### config.mk
export PLATFORM = sky130hd
export DESIGN_NAME = bidir_pad_sequencer
export DESIGN_NICKNAME = d
export VERILOG_FILES = /design/src/rtl/bidir_seq_pkg.sv /design/src/rtl/bidir_seq_sync2.sv /design/src/rtl/bidir_pad_sequencer.sv
export SDC_FILE = /design/constraint.sdc
export NUM_CORES = 1
export LEC_CHECK = 0
export CAP_MARGIN = 10
export CORE_UTILIZATION = 59
export CTS_BUF_LIST = sky130_fd_sc_hd__clkbuf_2
export DETAILED_ROUTE_END_ITERATION = 16
export PLACE_DENSITY_LB_ADDON = 0.08
export SETUP_SLACK_MARGIN = 0.15
export SLEW_MARGIN = 25
export SYNTH_ARGS = -nofsm -noshare
export SYNTH_HDL_FRONTEND = slang
export SYNTH_SLANG_ARGS = --single-unit
### constraint.sdc
create_clock -name CLK -period 2.8 [get_ports CLK]
set_clock_uncertainty 0.15 [all_clocks]
set_input_delay 0.7 -clock CLK [delete_from_list [all_inputs] [get_ports CLK]]
set_output_delay 0.7 -clock CLK [all_outputs]
set_load 0.01 [all_outputs]
### src/rtl/bidir_seq_pkg.sv
// Shared types and frame constants for the bidirectional pad sequencer.
// Latency: n/a (definitions only). Backpressure: n/a.
// BIDIR_SEQ_PARITY_EN adds one even-parity bit to both frame directions.
package bidir_seq_pkg;

   typedef enum logic [2:0] {
      IDLE,
      TX,
      TURN,
      RX_WAIT,
      RX_START,
      RX
   } seq_state_e;

   localparam int DATA_BITS = 8;

`ifdef BIDIR_SEQ_PARITY_EN
   localparam int PAR_BITS = 1;
`else
   localparam int PAR_BITS = 0;
`endif

   // start + data + parity + stop
   localparam int TX_FRAME_BITS = DATA_BITS + PAR_BITS + 2;
   // bits collected before the stop bit is judged
   localparam int RX_SHIFT_BITS = DATA_BITS + PAR_BITS;

endpackage

### src/rtl/bidir_seq_sync2.sv
// Two-flop synchronizer for the pad input; resets to the idle-high line level.
// Latency: 2 cycles. Backpressure: none (free-running).
module bidir_seq_sync2 (
   input  logic clk,
   input  logic rst_n,
   input  logic d,
   output logic q
);

   logic meta_q, meta_d;
   logic sync_q, sync_d;

   always_comb begin
      meta_d = d;
      sync_d = meta_q;
   end

   always_ff @(posedge clk or negedge rst_n) begin
      if (!rst_n) begin
         meta_q <= 1'b1;
         sync_q <= 1'b1;
      end else begin
         meta_q <= meta_d;
         sync_q <= sync_d;
      end
   end

   assign q = sync_q;

endmodule

### src/rtl/bidir_pad_sequencer.sv
// Half-duplex pad sequencer: send a command frame, turn the pad around, receive one response frame.
// Latency: IE/OQI registered one edge after the handshake; IZ decisions lag the pad by 2 cycles.
// Backpressure: TX_READY low for the whole transaction; TX_VALID while busy is dropped. Parity via BIDIR_SEQ_PARITY_EN.
module bidir_pad_sequencer
   import bidir_seq_pkg::*;
#(
   parameter int CLKS_PER_BIT    = 16,
   parameter int TA_BITS         = 2,
   parameter int RX_TIMEOUT_BITS = 32
) (
   input  logic       CLK,
   input  logic       RSTN,
   input  logic [7:0] TX_DATA,
   input  logic       TX_VALID,
   output logic       TX_READY,
   output logic [7:0] RX_DATA,
   output logic       RX_VALID,
   output logic       RX_TIMEOUT,
   output logic       RX_FRAME_ERR,
   output logic       BUSY,
   output logic       IE,
   output logic       OQI,
   output logic       INEN,
   input  logic       IZ
);

   localparam int TMR_W = $clog2(TA_BITS * CLKS_PER_BIT) + 1;
   localparam int TO_W  = $clog2(RX_TIMEOUT_BITS * CLKS_PER_BIT + 2) + 1;
   localparam int CNT_W = 4;

   localparam logic [TMR_W-1:0] BIT_LAST  = TMR_W'(CLKS_PER_BIT - 1);
   localparam logic [TMR_W-1:0] HALF_LAST = TMR_W'(CLKS_PER_BIT / 2 - 1);
   localparam logic [TMR_W-1:0] TURN_LAST = TMR_W'(TA_BITS * CLKS_PER_BIT - 1);
   // The window is measured at the pad, so the synchronizer delay is added on top.
   localparam logic [TO_W-1:0]  TO_LAST   = TO_W'(RX_TIMEOUT_BITS * CLKS_PER_BIT + 1);
   localparam logic [CNT_W-1:0] TX_LAST   = CNT_W'(TX_FRAME_BITS - 1);
   localparam logic [CNT_W-1:0] RX_LAST   = CNT_W'(RX_SHIFT_BITS);

   seq_state_e state_q, state_d;
   logic [TMR_W-1:0]         tmr_q, tmr_d;
   logic [CNT_W-1:0]         bcnt_q, bcnt_d;
   logic [TO_W-1:0]          to_q, to_d;
   logic [TX_FRAME_BITS-1:0] tx_sh_q, tx_sh_d;
   logic [RX_SHIFT_BITS-1:0] rx_sh_q, rx_sh_d;
   logic [7:0]               rx_data_q, rx_data_d;
   logic rx_valid_q, rx_valid_d;
   logic rx_timeout_q, rx_timeout_d;
   logic rx_ferr_q, rx_ferr_d;
   logic tx_ready_q, tx_ready_d;
   logic busy_q, busy_d;
   logic ie_q, ie_d;
   logic oqi_q, oqi_d;
   logic inen_q, inen_d;

   logic                     iz_s;
   logic                     accept;
   logic                     rx_ok;
   logic [TX_FRAME_BITS-1:0] tx_frame;

   bidir_seq_sync2 u_sync (
      .clk   (CLK),
      .rst_n (RSTN),
      .d     (IZ),
      .q     (iz_s)
   );

`ifdef BIDIR_SEQ_PARITY_EN
   assign tx_frame = {1'b1, ^TX_DATA, TX_DATA, 1'b0};
   assign rx_ok    = iz_s && !(^rx_sh_q);
`else
   assign tx_frame = {1'b1, TX_DATA, 1'b0};
   assign rx_ok    = iz_s;
`endif

   always_comb begin
      state_d      = state_q;
      tmr_d        = tmr_q + 1'b1;
      bcnt_d       = bcnt_q;
      to_d         = to_q;
      tx_sh_d      = tx_sh_q;
      rx_sh_d      = rx_sh_q;
      rx_data_d    = rx_data_q;
      rx_valid_d   = 1'b0;
      rx_timeout_d = 1'b0;
      rx_ferr_d    = 1'b0;
      tx_ready_d   = 1'b0;
      accept       = TX_VALID && tx_ready_q;

      case (state_q)
         IDLE: begin
            tmr_d      = '0;
            tx_ready_d = !accept;
            if (accept) begin
               state_d = TX;
               tx_sh_d = tx_frame;
               bcnt_d  = '0;
            end
         end
         TX: begin
            if (tmr_q == BIT_LAST) begin
               tmr_d = '0;
               if (bcnt_q == TX_LAST) begin
                  state_d = TURN;
               end else begin
                  bcnt_d  = bcnt_q + 1'b1;
                  tx_sh_d = tx_sh_q >> 1;
               end
            end
         end
         TURN: begin
            if (tmr_q == TURN_LAST) begin
               tmr_d   = '0;
               to_d    = '0;
               state_d = RX_WAIT;
            end
         end
         RX_WAIT: begin
            tmr_d = '0;
            to_d  = to_q + 1'b1;
            if (to_q >= TO_LAST) begin
               rx_timeout_d = 1'b1;
               state_d      = IDLE;
            end else if (!iz_s) begin
               state_d = RX_START;
            end
         end
         RX_START: begin
            // Timeout keeps running so repeated glitches cannot stall the link.
            to_d = to_q + 1'b1;
            if (tmr_q == HALF_LAST) begin
               tmr_d   = '0;
               bcnt_d  = '0;
               state_d = iz_s ? RX_WAIT : RX;
            end
         end
         RX: begin
            if (tmr_q == BIT_LAST) begin
               tmr_d = '0;
               if (bcnt_q == RX_LAST) begin
                  state_d = IDLE;
                  if (rx_ok) begin
                     rx_data_d  = rx_sh_q[DATA_BITS-1:0];
                     rx_valid_d = 1'b1;
                  end else begin
                     rx_ferr_d = 1'b1;
                  end
               end else begin
                  rx_sh_d = {iz_s, rx_sh_q[RX_SHIFT_BITS-1:1]};
                  bcnt_d  = bcnt_q + 1'b1;
               end
            end
         end
         default: state_d = IDLE;
      endcase

      ie_d   = (state_d == TX);
      oqi_d  = (state_d == TX) ? tx_sh_d[0] : 1'b1;
      inen_d = (state_d == TURN) || (state_d == RX_WAIT) ||
               (state_d == RX_START) || (state_d == RX);
      busy_d = (state_d != IDLE);
   end

   always_ff @(posedge CLK or negedge RSTN) begin
      if (!RSTN) begin
         state_q      <= IDLE;
         tmr_q        <= '0;
         bcnt_q       <= '0;
         to_q         <= '0;
         tx_sh_q      <= '1;
         rx_sh_q      <= '0;
         rx_data_q    <= '0;
         rx_valid_q   <= 1'b0;
         rx_timeout_q <= 1'b0;
         rx_ferr_q    <= 1'b0;
         tx_ready_q   <= 1'b0;
         busy_q       <= 1'b0;
         ie_q         <= 1'b0;
         oqi_q        <= 1'b1;
         inen_q       <= 1'b0;
      end else begin
         state_q      <= state_d;
         tmr_q        <= tmr_d;
         bcnt_q       <= bcnt_d;
         to_q         <= to_d;
         tx_sh_q      <= tx_sh_d;
         rx_sh_q      <= rx_sh_d;
         rx_data_q    <= rx_data_d;
         rx_valid_q   <= rx_valid_d;
         rx_timeout_q <= rx_timeout_d;
         rx_ferr_q    <= rx_ferr_d;
         tx_ready_q   <= tx_ready_d;
         busy_q       <= busy_d;
         ie_q         <= ie_d;
         oqi_q        <= oqi_d;
         inen_q       <= inen_d;
      end
   end

   assign TX_READY     = tx_ready_q;
   assign RX_DATA      = rx_data_q;
   assign RX_VALID     = rx_valid_q;
   assign RX_TIMEOUT   = rx_timeout_q;
   assign RX_FRAME_ERR = rx_ferr_q;
   assign BUSY         = busy_q;
   assign IE           = ie_q;
   assign OQI          = oqi_q;
   assign INEN         = inen_q;

endmodule

==> results of run 1 <==
-- sequential cells by signal, indices dropped and copies added, names as in the netlist --
name / flops
RX_DATA: 8
tx_sh_q: 10
RX_VALID: 1
rx_sh_q: 8
IE: 1
BUSY: 1
OQI: 1
INEN: 1
TX_READY: 1
tmr_q: 6
state_q: 3
u_sync.meta_q: 1
to_q: 11
bcnt_q: 4
RX_TIMEOUT: 1
RX_FRAME_ERR: 1
u_sync.q: 1
-- cell families (layout without fill, tap and decap cells) --
group / after synthesis / after routing / synth area share (%)
compound gates: 61 / 61 / 14.6
xor+xnor: 4 / 4 / 1.15
fa+ha+maj: 6 / 6 / 2.47
buf+inv: 23 / 55 / 4.49
flops: 60 / 60 / 50.0
mux: 28 / 28 / 9.98
simple gates: 81 / 81 / 17.3
-- metrics by stage --
| step | std cells | cell area (µm²) | worst slack [ns] | util (%) | hold WS (ns) |
|---|---|---|---|---|---|
| after floorplan | 263 | 3040 | 0.835 | - | 0.195 |
| after global placement | 347 | 3320 | 0.548 | 68.6 | 0.198 |
| after detailed placement | 347 | 3320 | 0.521 | 68.6 | 0.199 |
| after CTS | 362 | 3450 | 0.362 | 71.2 | 0.00830 |
| after global routing | 362 | 3450 | 0.334 | 71.2 | 0.0320 |
| final | 362 | 3450 | 0.420 | 71.2 | 0.0298 |
-- worst max path at each step --
stage	depth (start not counted)	slack (ns)	from	end
after floorplan	6	0.83	tmr_q[0]	BUSY
after global placement	5	0.55	TX_VALID	bcnt_q[0]
after detailed placement	5	0.52	TX_VALID	bcnt_q[0]
after CTS	1	0.36	OQI	OQI
after global routing	1	0.33	OQI	OQI
final	1	0.42	OQI	OQI
-- layer usage --
metal	up-vias	routed length, µm	track usage [%]
li1	1038	-	-
met1	1010	2660	30.6
met2	42	2630	37.2
met3	6	243	5.35
met4	0	63	10.9
met5	-	0	0
-- cell usage in the layout (no fill, tap or decap), types with 3 or more instances in the layout --
cell type	instances
mux2_2	18
nor4_1	5
mux2i_1	10
a21oi_1	11
a22o_1	12
buf_4	3
clkbuf_2	10
nor2b_1	6
nor2_1	8
a31oi_1	8
ha_1	6
nand3_1	9
nand4_1	5
nand2_1	15
nand2b_1	5
and3_1	4
clkdlybuf4s50_1	26
o21ai_0	4
dfrtp_1	47
a21o_1	10
dfstp_2	13
inv_1	8
-- area by class of cell --
cell class	instances	area share, %
clock inverters	5	2.25
inverters	9	0.979
flip-flops and latches	60	44.0
clock buffers	10	1.45
repair buffers	31	8.92
well taps	67	2.43
multi-input cells	180	40.0
-- power by group through the flow --
stage | clock, µW | sequential, µW | combinational (µW)
after floorplan | 0 | 887 | 1.11
after CTS | 616 | 872 | 37.2
after global placement | 0 | 887 | 36.6
after global routing | 647 | 873 | 40.8
final | 596 | 872 | 35.8
after detailed placement | 0 | 887 | 37.1
==> flow_metrics.tcl, run 1 <==
set metrics [dict create \
    status "completed" \
    crit_arrival_ns 1.53 \
    endpoint_kind "primary output" \
    cp.required_ns 1.95 \
    fin_total_pwr_uw 1500 \
    switching_share_pct 21.6 \
    synthCells 263 \
    fmax_mhz 420 \
    r2r.worst_path.cells 5 \
    cp_slowest_cell "dfstp_2" \
    fill_cells 361 \
    vias 2096 \
    powerDensity_nw_per_um2 436 \
    via_per_inst 5.79 \
    grt_overflow 0 \
    p_leak_uw 0.00164 \
    drc_errors 0 \
    areaGrowthSynthToFinish_pct 13.7 \
    synth_top_area_share_pct 38.7 \
    antenna_found_initial 0 \
    intPower_uw 1180 \
    syn_avg_cell_area_um2 11.5 \
    finalSetupTns_ns 0 \
    crit_type "reg2out" \
    crit_chain "clkdlybuf4s50_1" \
    grt_first_pass_wirelength_mm 9.49 \
    place.gp.congestion 0.898 \
    synth_area_leaders "dfrtp_1, dfstp_2, mux2_2" \
    fp.dieH_um 73.7 \
    cts_htree_levels 3 \
    dieArea_um2 5440 \
    grtUsageTotal_pct 23.5 \
    seq_power_share_pct 58.0 \
    netlist_area_um2 3040 \
    ys_ff_latch 60 \
    cts_buffers 9 \
    grt_max_degree 40 \
    ys_types 60 \
    hold_viol_final 0 \
    cap_violations 0 \
    multi_input_area_um2 1380 \
    drt-initial-drc-count 43 \
    rsz0062_at_grt "false" \
    power.switching_uw 325 \
    synthArstFlopShare_pct 100 \
    cts_setup_buffers 0 \
    io-pin-count 28 \
    cpLargestDelayFamily "flip-flops" \
    r2r_slack_ns 0.52 \
    ctsHoldBuffers 0 \
    io_buffers 27 \
    start_util_pct 62.6 \
    peakVddDrop_uv 210 \
    die_x_um 73.7 \
    hold_class "in2async" \
    drtAntennaViolNets 0 \
    drt-pass1-iter-count 5 \
    cp-start-kind "register" \
    clk_pin_slew_worst_paths_ns 0.16 \
    core_area_um2 4850 \
    min_period_ns 2.38 \
    synth_commonest_cells "dfrtp_1, mux2_2, nand2_1" \
    cp_max_fo 1 \
    synth.most_common_cell "dfrtp_1" \
    worstReg2RegStart "tmr_q[0]" \
    tightest_slew_ns 0.597 \
    cts_root_buf "clkbuf_2" \
    period_share_pct 85.0 \
    cts_tree "done" \
    reg2reg_to "BUSY" \
    p_comb_share_pct 2.4 \
    num_rows 25 \
    setup_viol 0 \
    grt_pass1_vias 2045 \
    drive_above_1_share_pct 21.0 \
    n_antenna_cell 0 \
    path_buf_inv 1 \
    clk_latency_ns 0.46 \
    drv_slew 0 \
    clk_path_buf_depth 2 \
    relSlewSlack_pct 60.0 \
    wl_mm 5.60 \
    hpwlAfterDp_mm 3.91 \
    yosysSeqAreaShare_pct 50.0 \
    ys_warn_count 0 \
    power_frac_clock_pct 39.6 \
    numClockSinks 60 \
    nNetsFinal 309 \
    wl_per_cell_um 15.5 \
    max_stage_delay_ns 0.55 \
    synth_fp_nets 281 \
    synth_top_area_cell "dfrtp_1" \
    seqCellArea_um2 1520 \
    synth_ff_type "dfrtp_1" \
    synth-edff-count 0 \
    postCtsResizedCells 0 \
]
Note: power is estimated with default switching activity, not from simulation.
==> inputs of run 2 (changes only) <==
--- a/config.mk
+++ b/config.mk
@@ -14,4 +14,5 @@
 export SLEW_MARGIN = 25
 export SYNTH_ARGS = -nofsm -noshare
 export SYNTH_HDL_FRONTEND = slang
+export SYNTH_HIERARCHICAL = 1
 export SYNTH_SLANG_ARGS = --single-unit
==> flow_metrics.tcl, run 2 <==
set metrics [dict create \
    dieArea_um2 5360 \
    areaGrowthSynthToFinish_pct 15.3 \
    largest_register "to_q" \
    setup_viol 0 \
    crit_type "reg2reg" \
    cp-start-kind "register" \
    largest_register_ffs 11 \
    die_x_um 73.2 \
    final_cell_mix "dfrtp_1, clkdlybuf4s50_1, mux2_4" \
    synth_commonest_cells "dfrtp_1, mux2_4, nand3_1" \
    clk_pin_slew_worst_paths_ns 0.17 \
    wl_mm 5.63 \
    synth.most_common_cell "dfrtp_1" \
    drt-pass1-iter-count 4 \
    numClockSinks 60 \
    cap_violations 0 \
    netlist_area_um2 2990 \
    fp.dieH_um 73.2 \
    relSlewSlack_pct 58.1 \
    hpwlAfterDp_mm 3.93 \
    max_stage_delay_ns 0.55 \
    ctsHoldBuffers 0 \
    m1WireLength_mm 2.60 \
    via_per_inst 5.83 \
    ys_warn_count 6 \
    synth_top_area_cell "dfrtp_1" \
    synth_top_area_share_pct 39.3 \
    vias 2092 \
    synth-edff-count 0 \
    start_util_pct 62.1 \
    top_regs "to_q (11), tx_sh_q (10)" \
    io_buffers 27 \
    final_core_util_pct 71.7 \
    top_layer "met4" \
    drtAntennaViolNets 0 \
    cts_buffers 9 \
    ys_types 54 \
    rsz0062_at_grt "false" \
    crit_chain "ha_1 > nor4bb_1 > buf_4 > a21oi_1 > a2111oi_0 > mux2i_1" \
    fin_total_pwr_uw 1600 \
    grt_pass1_vias 2025 \
    cts_htree_levels 3 \
    powerDensity_nw_per_um2 463 \
    finalSetupTns_ns 0 \
    period_share_pct 89.2 \
    status "completed" \
    grt_max_degree 36 \
    tightest_slew_ns 0.622 \
    grt_overflow 0 \
    syn_avg_cell_area_um2 11.6 \
    instances_no_fill 359 \
    num_rows 25 \
    cp.required_ns 3.05 \
    antenna_found_initial 0 \
    min_period_ns 2.50 \
    dp.cells 343 \
    drive_above_1_share_pct 18.8 \
    drv_slew 0 \
    endpoint_kind "register" \
    p_leak_uw 0.00166 \
    final_common_cell "dfrtp_1" \
    crit_arrival_ns 2.75 \
    wl_per_cell_um 15.7 \
    yosysSeqAreaShare_pct 50.7 \
    wl_met3_um 236 \
    clk_path_buf_depth 2 \
    grtUsageTotal_pct 24.0 \
    synth_fp_nets 275 \
    synthCells 257 \
    cts_root_buf "clkbuf_2" \
    synth_ff_type "dfrtp_1" \
    drc_errors 0 \
    cp_max_fo 8 \
    wl_met2_mm 2.71 \
    ys_ff_latch 60 \
    drt-initial-drc-count 118 \
    io-pin-count 28 \
    clk_latency_ns 0.49 \
    synth_area_leaders "dfrtp_1, dfstp_2, mux2_4" \
    synthArstFlopShare_pct 100 \
    core_area_um2 4820 \
    cpLargestDelayFamily "compound AO/OA/AOI/OAI gates" \
    postCtsResizedCells 0 \
    cts_tree "done" \
    place.gp.congestion 0.870 \
    fmax_mhz 400 \
    hold_viol_final 0 \
    peakVddDrop_uv 350 \
    timing.hold.ws_ns 0.0394 \
    path_buf_inv 1 \
    cts_setup_buffers 0 \
    n_antenna_cell 0 \
    cp_slowest_cell "a2111oi_0" \
    fill_cells 382 \
    grt_first_pass_wirelength_mm 9.39 \
    nNetsFinal 305 \
    hold_class "in2async" \
]
==> run 2: cell types whose count changed after synthesis, sizes merged, moves of 4 or more <==
cell	before	now
o21ai	5	11
a31oi	8	0
nand4	6	2
mux2i	10	5
nand3	9	14
nor4	6	0
==> run 2: final timing paths <==
path / slack [ns] / from / depth (start not counted) / endpoint
max: 0.30 / tmr_q[0] / 6 / bcnt_q[2]
min: 0.04 / RSTN / 1 / to_q[4]
max reg2reg: 0.30 / tmr_q[0] / 6 / bcnt_q[2]
min reg2reg: 0.22 / u_sync/meta_q / 0 / u_sync/q
max in group asynchronous: 1.79 / RSTN / 2 / tx_sh_q[3]
min in group CLK: 0.22 / u_sync/meta_q / 0 / u_sync/q
==> run 2: power breakdown <==
| group | leakage (µW) | internal, µW | switching, µW |
|---|---|---|---|
| sequential | 0.000761 | 871 | 1.19 |
| combinational | 0.000808 | 15.7 | 19.2 |
| clock | 0.0000910 | 382 | 311 |
| total | 0.00166 | 1270 | 331 |
==> run 2: cell families after synthesis <==
family	share of synthesized area [%]
adders and majority gates	2.51
DFF	50.7
buffers and inverters	3.97
and+or+nand+nor	14.4
muxes	10.1
AOI/OAI and AO/OA	16.9
xor gates and xnor gates	1.46
==> run 2: area by class of cell <==
class | count | area [µm²] | area share (%)
Clock buffer | 10 | 50.0 | 1.45
Clock inverter | 6 | 103 | 2.97
Inverter | 9 | 33.8 | 0.979
Multi-Input combinational cell | 176 | 1360 | 39.3
Sequential cell | 60 | 1520 | 44.0
Tap cell | 67 | 83.8 | 2.43
Timing Repair Buffer | 31 | 308 | 8.92
==> run 2: stage by stage <==
stage          cell area (µm²)  worst slack [ns]
6_report                  3450             0.303
5_1_grt                   3450             0.206
4_1_cts                   3450             0.306
3_5_place_dp              3300             0.266
3_3_place_gp              3300             0.340
2_1_floorplan             2990             0.658
==> run 2: layer usage <==
metal / vias to the layer above / track usage (%)
met3: 11 / 9.81
met1: 1027 / 30.1
li1: 1007 / -
met2: 47 / 37.7
met4: 0 / 7.84
met5: - / 0
